<file path="src/rtl/tsc_seq_burner_pkg.sv">
// Shared types and constants for the sequence-triggered burn block.
// Holds the FSM encoding, payload modes and the default seed builder.
package tsc_pkg;

  localparam int TSC_MAX_W = 4096;

  localparam int TSC_MODE_PERM  = 0;
  localparam int TSC_MODE_BURST = 1;

  typedef enum logic {
    S_IDLE,
    S_ACTIVE
  } tsc_state_e;

  // Alternating 1010... pattern, bit 0 clear.
  function automatic logic [TSC_MAX_W-1:0] tsc_alt_seed(
    input int w
  );
    logic [TSC_MAX_W-1:0] r;
    r = '0;
    for (int i = 0; i < TSC_MAX_W; i++) begin
      if (i < w) r[i] = (i % 2) == 1;
    end
    return r;
  endfunction

endpackage

</file>
<file path="src/rtl/tsc_seq_burner_if.sv">
// Snoop bus into the burner and its observable outputs.
// The snooped core is the master; the burner is the slave.
interface tsc_seq_burner_if #(
  parameter int STATE_W = 128,
  parameter int SEQ_LEN = 2,
  parameter int BURN_W  = 128
);

  localparam int IDX_W = $clog2(SEQ_LEN + 1);

  logic [STATE_W-1:0] state;
  logic               state_valid;
  logic               tj_trig;
  logic [IDX_W-1:0]   seq_idx;
  logic [BURN_W-1:0]  burn_q;

  modport master (
    output state,
    output state_valid,
    input  tj_trig,
    input  seq_idx,
    input  burn_q
  );

  modport slave (
    input  state,
    input  state_valid,
    output tj_trig,
    output seq_idx,
    output burn_q
  );

endinterface

</file>
<file path="src/rtl/tsc_seq_burner_rot_reg.sv">
// Payload register: loads SEED on reset, rotates right when enabled.
// Holds its value otherwise.
module tsc_rot_reg #(
  parameter int            W    = 128,
  parameter logic [W-1:0]  SEED = '0
) (
  input  logic         clk,
  input  logic         rst,
  input  logic         en,
  output logic [W-1:0] q
);

  logic [W-1:0] q_d;
  logic [W-1:0] q_q;

  always_comb begin
    q_d = q_q;
    if (en) q_d = {q_q[0], q_q[W-1:1]};
  end

  always_ff @(posedge clk) begin
    if (rst) q_q <= SEED;
    else     q_q <= q_d;
  end

  assign q = q_q;

endmodule

</file>
<file path="src/rtl/tsc_seq_burner.sv">
// Sequence matcher that arms on SEQ_LEN consecutive valid matches and
// then drives a rotating payload, permanently or for a bounded burst.
module tsc_seq_burner
  import tsc_pkg::*;
#(
  parameter int                         STATE_W      = 128,
  parameter int                         SEQ_LEN      = 2,
  parameter logic [SEQ_LEN*STATE_W-1:0] PATTERNS     = '0,
  parameter int                         BURN_W       = 128,
  parameter logic [BURN_W-1:0]          SEED         =
    BURN_W'(tsc_alt_seed(BURN_W)),
  parameter int                         MODE         = TSC_MODE_PERM,
  parameter int                         BURST_CYCLES = 1024
) (
  input logic             clk,
  input logic             rst,
  tsc_seq_burner_if.slave bus
);

  localparam int IDX_W = $clog2(SEQ_LEN + 1);
  localparam int CNT_W =
    (BURST_CYCLES > 1) ? $clog2(BURST_CYCLES) : 1;
  localparam logic [IDX_W-1:0] LAST_IDX = IDX_W'(SEQ_LEN - 1);
  localparam logic [CNT_W-1:0] CNT_INIT = CNT_W'(BURST_CYCLES - 1);

  tsc_state_e       state_d, state_q;
  logic [IDX_W-1:0] idx_d, idx_q;
  logic [CNT_W-1:0] cnt_d, cnt_q;
  logic             rot_en;
  logic             cur_match;
  logic             pat0_match;
  logic [BURN_W-1:0] burn;

  logic [STATE_W-1:0] pat [SEQ_LEN];

  for (genvar g = 0; g < SEQ_LEN; g++) begin : g_pat
    assign pat[g] = PATTERNS[g*STATE_W +: STATE_W];
  end

  always_comb begin
    cur_match = 1'b0;
    for (int i = 0; i < SEQ_LEN; i++) begin
      if (IDX_W'(i) == idx_q) cur_match = (bus.state == pat[i]);
    end
    pat0_match = (bus.state == pat[0]);
  end

  always_comb begin
    state_d = state_q;
    idx_d   = idx_q;
    cnt_d   = cnt_q;
    rot_en  = 1'b0;
    unique case (state_q)
      S_IDLE: begin
        if (bus.state_valid) begin
          if (cur_match && idx_q == LAST_IDX) begin
            state_d = S_ACTIVE;
            idx_d   = '0;
            cnt_d   = CNT_INIT;
          end else if (cur_match) begin
            idx_d = idx_q + IDX_W'(1);
          end else begin
            // Restart only against the first stage; no deeper back-off.
            idx_d = pat0_match ? IDX_W'(1) : '0;
          end
        end
      end
      S_ACTIVE: begin
        rot_en = 1'b1;
        if (MODE == TSC_MODE_BURST) begin
          if (cnt_q == '0) state_d = S_IDLE;
          else             cnt_d   = cnt_q - CNT_W'(1);
        end
      end
      default: state_d = S_IDLE;
    endcase
  end

  always_ff @(posedge clk) begin
    if (rst) begin
      state_q <= S_IDLE;
      idx_q   <= '0;
      cnt_q   <= '0;
    end else begin
      state_q <= state_d;
      idx_q   <= idx_d;
      cnt_q   <= cnt_d;
    end
  end

  tsc_rot_reg #(
    .W    (BURN_W),
    .SEED (SEED)
  ) u_rot (
    .clk (clk),
    .rst (rst),
    .en  (rot_en),
    .q   (burn)
  );

  assign bus.tj_trig = (state_q == S_ACTIVE);
  assign bus.seq_idx = idx_q;
  assign bus.burn_q  = burn;

endmodule

</file>
<file path="src/flat_wrapper.sv">
// flat-port wrapper written by rule: the top's interface ports become plain ports
module tsc_seq_burner_flat import tsc_pkg::*;
#(
  parameter int                         STATE_W      = 128,
  parameter int                         SEQ_LEN      = 2,
  parameter logic [SEQ_LEN*STATE_W-1:0] PATTERNS     = '0,
  parameter int                         BURN_W       = 128,
  parameter logic [BURN_W-1:0]          SEED         =
    BURN_W'(tsc_alt_seed(BURN_W)),
  parameter int                         MODE         = TSC_MODE_PERM,
  parameter int                         BURST_CYCLES = 1024
)
  (clk, rst, bus_state, bus_state_valid, bus_tj_trig, bus_seq_idx, bus_burn_q);
  tsc_seq_burner_if #(.STATE_W(STATE_W), .SEQ_LEN(SEQ_LEN), .BURN_W(BURN_W)) bus_i ();
  input logic clk;
  input logic rst;
  input wire logic [$bits(bus_i.state)-1:0] bus_state;
  input wire logic [$bits(bus_i.state_valid)-1:0] bus_state_valid;
  output wire logic [$bits(bus_i.tj_trig)-1:0] bus_tj_trig;
  output wire logic [$bits(bus_i.seq_idx)-1:0] bus_seq_idx;
  output wire logic [$bits(bus_i.burn_q)-1:0] bus_burn_q;
  assign bus_i.state = bus_state;
  assign bus_i.state_valid = bus_state_valid;
  assign bus_tj_trig = bus_i.tj_trig;
  assign bus_seq_idx = bus_i.seq_idx;
  assign bus_burn_q = bus_i.burn_q;
  tsc_seq_burner #(.STATE_W(STATE_W), .SEQ_LEN(SEQ_LEN), .PATTERNS(PATTERNS), .BURN_W(BURN_W), .SEED(SEED), .MODE(MODE), .BURST_CYCLES(BURST_CYCLES)) u_core (.clk(clk), .rst(rst), .bus(bus_i));
endmodule
</file>
<file path="config.mk">
export PLATFORM = sky130hd
export DESIGN_NAME = tsc_seq_burner_flat
export DESIGN_NICKNAME = d
export VERILOG_FILES = /design/src/rtl/tsc_seq_burner_pkg.sv /design/src/rtl/tsc_seq_burner_if.sv /design/src/rtl/tsc_seq_burner_rot_reg.sv /design/src/rtl/tsc_seq_burner.sv /design/src/flat_wrapper.sv
export SDC_FILE = /design/constraint.sdc
export NUM_CORES = 1
export LEC_CHECK = 0
export ABC_AREA = 1
export BUFFER_PORTS_ARGS = -buffer_cell sky130_fd_sc_hd__buf_2
export CORE_MARGIN = 2
export CORE_UTILIZATION = 48
export CTS_CLUSTER_DIAMETER = 30
export CTS_CLUSTER_SIZE = 40
export DETAILED_ROUTE_END_ITERATION = 12
export PLACE_DENSITY = 0.84
export SLEW_MARGIN = 20
export SYNTH_ARGS = -nofsm -noshare
export SYNTH_HDL_FRONTEND = slang
export SYNTH_SLANG_ARGS = --single-unit
</file>
<file path="constraint.sdc">
create_clock -name clk -period 2.5 [get_ports clk]
set_clock_uncertainty 0.15 [all_clocks]
set_input_delay 0.125 -clock clk [delete_from_list [all_inputs] [get_ports clk]]
set_output_delay 0.125 -clock clk [all_outputs]
set_load 0.005 [all_outputs]
</file>
==> impl_metrics.tcl <==
set metrics [dict create \
    layout.nets 1087 \
    end_kind "flop" \
    place_congestion 0.875 \
    fin_hold_ws_ns 0.247 \
    synthDistinctLibCells 16 \
    tightestPinTransition_ns 0.536 \
    slew_headroom_pct 64.2 \
    die_x_um 106 \
    final_cell_mix "buf_2, nor2_1, nand2_1" \
    first_global_vias 5097 \
    avgViaCountPerCell 4.84 \
    dieArea_mm2 0.0113 \
    cts.sinks 131 \
    hpwl_mm 9.23 \
    start_util_pct 48.9 \
    gr-total-overflow 0 \
    grt_antenna_before_repair 0 \
    maxClockFrequency_ghz 0.435 \
    top_level_ports 262 \
    drc 0 \
    synthTopCellsByArea "dfxtp_1, nor2_1, nand2_1" \
    ant_nets 0 \
    fp.coreArea_mm2 0.0102 \
    dieHeight_um 106 \
    p_leak_uw 0.00352 \
    required_ns 2.80 \
    grt_pass1_wl_mm 23.4 \
    dp_cells 1064 \
    finalCritPeriodShare_pct 92.0 \
    ys_ff_latch 131 \
    drt_iter0_markers 396 \
    htreeDepth 4 \
    outcome "finished, final reports clean" \
    power.total_uw 5040 \
    synth_warnings 0 \
    netlist_area_mm2 0.00500 \
    p_per_area_mw_per_mm2 711 \
    drive_gt1_share_pct 31.5 \
    port_buffers 261 \
    drv_slew 0 \
    post-place-ws_ns 0.814 \
    syn-instance-count 704 \
    final-instance-count-excl-fill 1103 \
    path_clk_slew_ns 0.06 \
    cp_slowest_cell "dlygate4sd3_1" \
    placed_area_mm2 0.00636 \
    synth_top_cell_by_area "dfxtp_1" \
    postCtsSetupRepairBufs 0 \
    ys_seq_area_share_pct 52.4 \
    finalCriticalPeriod_ns 2.30 \
    layout_commonest_cell "buf_2" \
    wirelength_mm 14.1 \
    yosys.area.top_type_share_pct 52.4 \
    cts_buffers 17 \
    cts_buffer_depth 2 \
    max_stage_delay_ns 0.56 \
    rows 37 \
    cts-root-buf "clkbuf_8" \
    insertion_delay_ns 0.51 \
    syn2layout_area_growth_pct 41.9 \
    vias 5342 \
    wire_per_inst_um 12.8 \
    track_usage_pct 25.6 \
    setup_slack_ns 0.201 \
    path_common_cell "nand2_1" \
    critPathKind "in -> reg" \
    syn_nets 837 \
    design_area_mm2 0.00710 \
    path_max_fanout 3 \
    ir_drop_mv 0.504 \
    drtPass1Iterations 5 \
    setup_viol 0 \
    hold_viol_final 0 \
    grt_max_degree 130 \
    crit_path_start_kind "primary input" \
    min_path_type "in -> reg" \
    path_cells "dlygate4sd3_1 -> buf_2 -> nor2_1 -> dlygate4sd3_1 -> nand2_1 -> nor2_1 -> nand2_1 -> nor2_1 -> nand2_1 -> nor2_2 -> nand2_1 -> a21oi_2 -> dlygate4sd3_1" \
    max_cap_viol_count 0 \
    worstPathArrival_ns 2.60 \
    cts_tree "built" \
    avgSynthCellArea_um2 7.11 \
]
final timing paths:
check | start | slack [ns] | end | cells past startpoint
setup / recovery | bus_state[88] | 0.20 | u_core.bus.seq_idx[0] | 13
hold / removal | rst | 0.25 | u_core.bus.seq_idx[1] | 3
setup reg to reg | u_core.bus.tj_trig | 0.44 | u_core.bus.seq_idx[0] | 6
hold reg to reg | u_core.u_rot.q[47] | 0.33 | u_core.u_rot.q[47] | 2
layout make-up:
type	instances	area (um2)
fill	843	3130
inverter	5	22.5
tap	136	170
multi-input combinational	526	2180
clock buffer	17	414
antenna	1	2.50
timing repair buffer	273	1440
clock inverter	14	246
sequential	131	2630
sequential cells by signal, indices dropped and copies added, names as in the netlist:
register            cells
u_core.u_rot.q        128
u_core.bus.tj_trig      1
u_core.bus.seq_idx      2
report_power, final:
group          internal, uW  total (uW)   switching, uW
clock network          1830        2780             949
registers              2090        2090  0.000000000201
logic                  96.1         174            78.0
stage by stage:
stage / setup TNS (ns) / util, %
floorplan: 0 / -
detailed placement: 0 / 62.1
finish: 0 / 69.4
CTS: 0 / 69.3
global route: -0.0128 / 69.3
global placement: 0 / 62.1
Yosys cell counts:
cell      count
inv_2         2
o21ai_1      16
dfxtp_1     131
clkbuf_1     20
inv_1         3
ha_1          2
nor2_1      212
nor2_2        1
a211oi_2      1
a21oi_1       3
buf_4         3
nand2_1     178
o21ai_0      48
nor3_1        1
buf_2        19
nand3_1      64
critical path: cells and delay by family:
family	cells	cell delay, ns
AO/OA/AOI/OAI	1	0.12
buffers and inverters	4	1.73
AND/OR/NAND/NOR	8	0.60
repair_timing:
action,4_1_cts,5_1_grt
resized for setup,0,2
endpoints found under the hold margin,3,0
hold buffers,7,0
setup endpoints to repair,0,3
cells by family (layout without fill, tap and decap cells):
logic type	after synthesis	count (layout)	synth area share [%]
buffers and inverters	47	309	4.23
other	0	1	0
adder cells (fa/ha/maj)	2	2	0.500
AND/OR/NAND/NOR	456	456	35.9
AO/OA/AOI/OAI	68	68	6.95
flip-flops	131	131	52.4
per-layer routing:
metal	share of wire, %	global-route usage (%)
met1	45	32.9
met2	46	40.5
met3	7.4	8.40
met4	1.6	8.93
met5	0	0
Note: power is estimated with default switching activity, not from simulation.
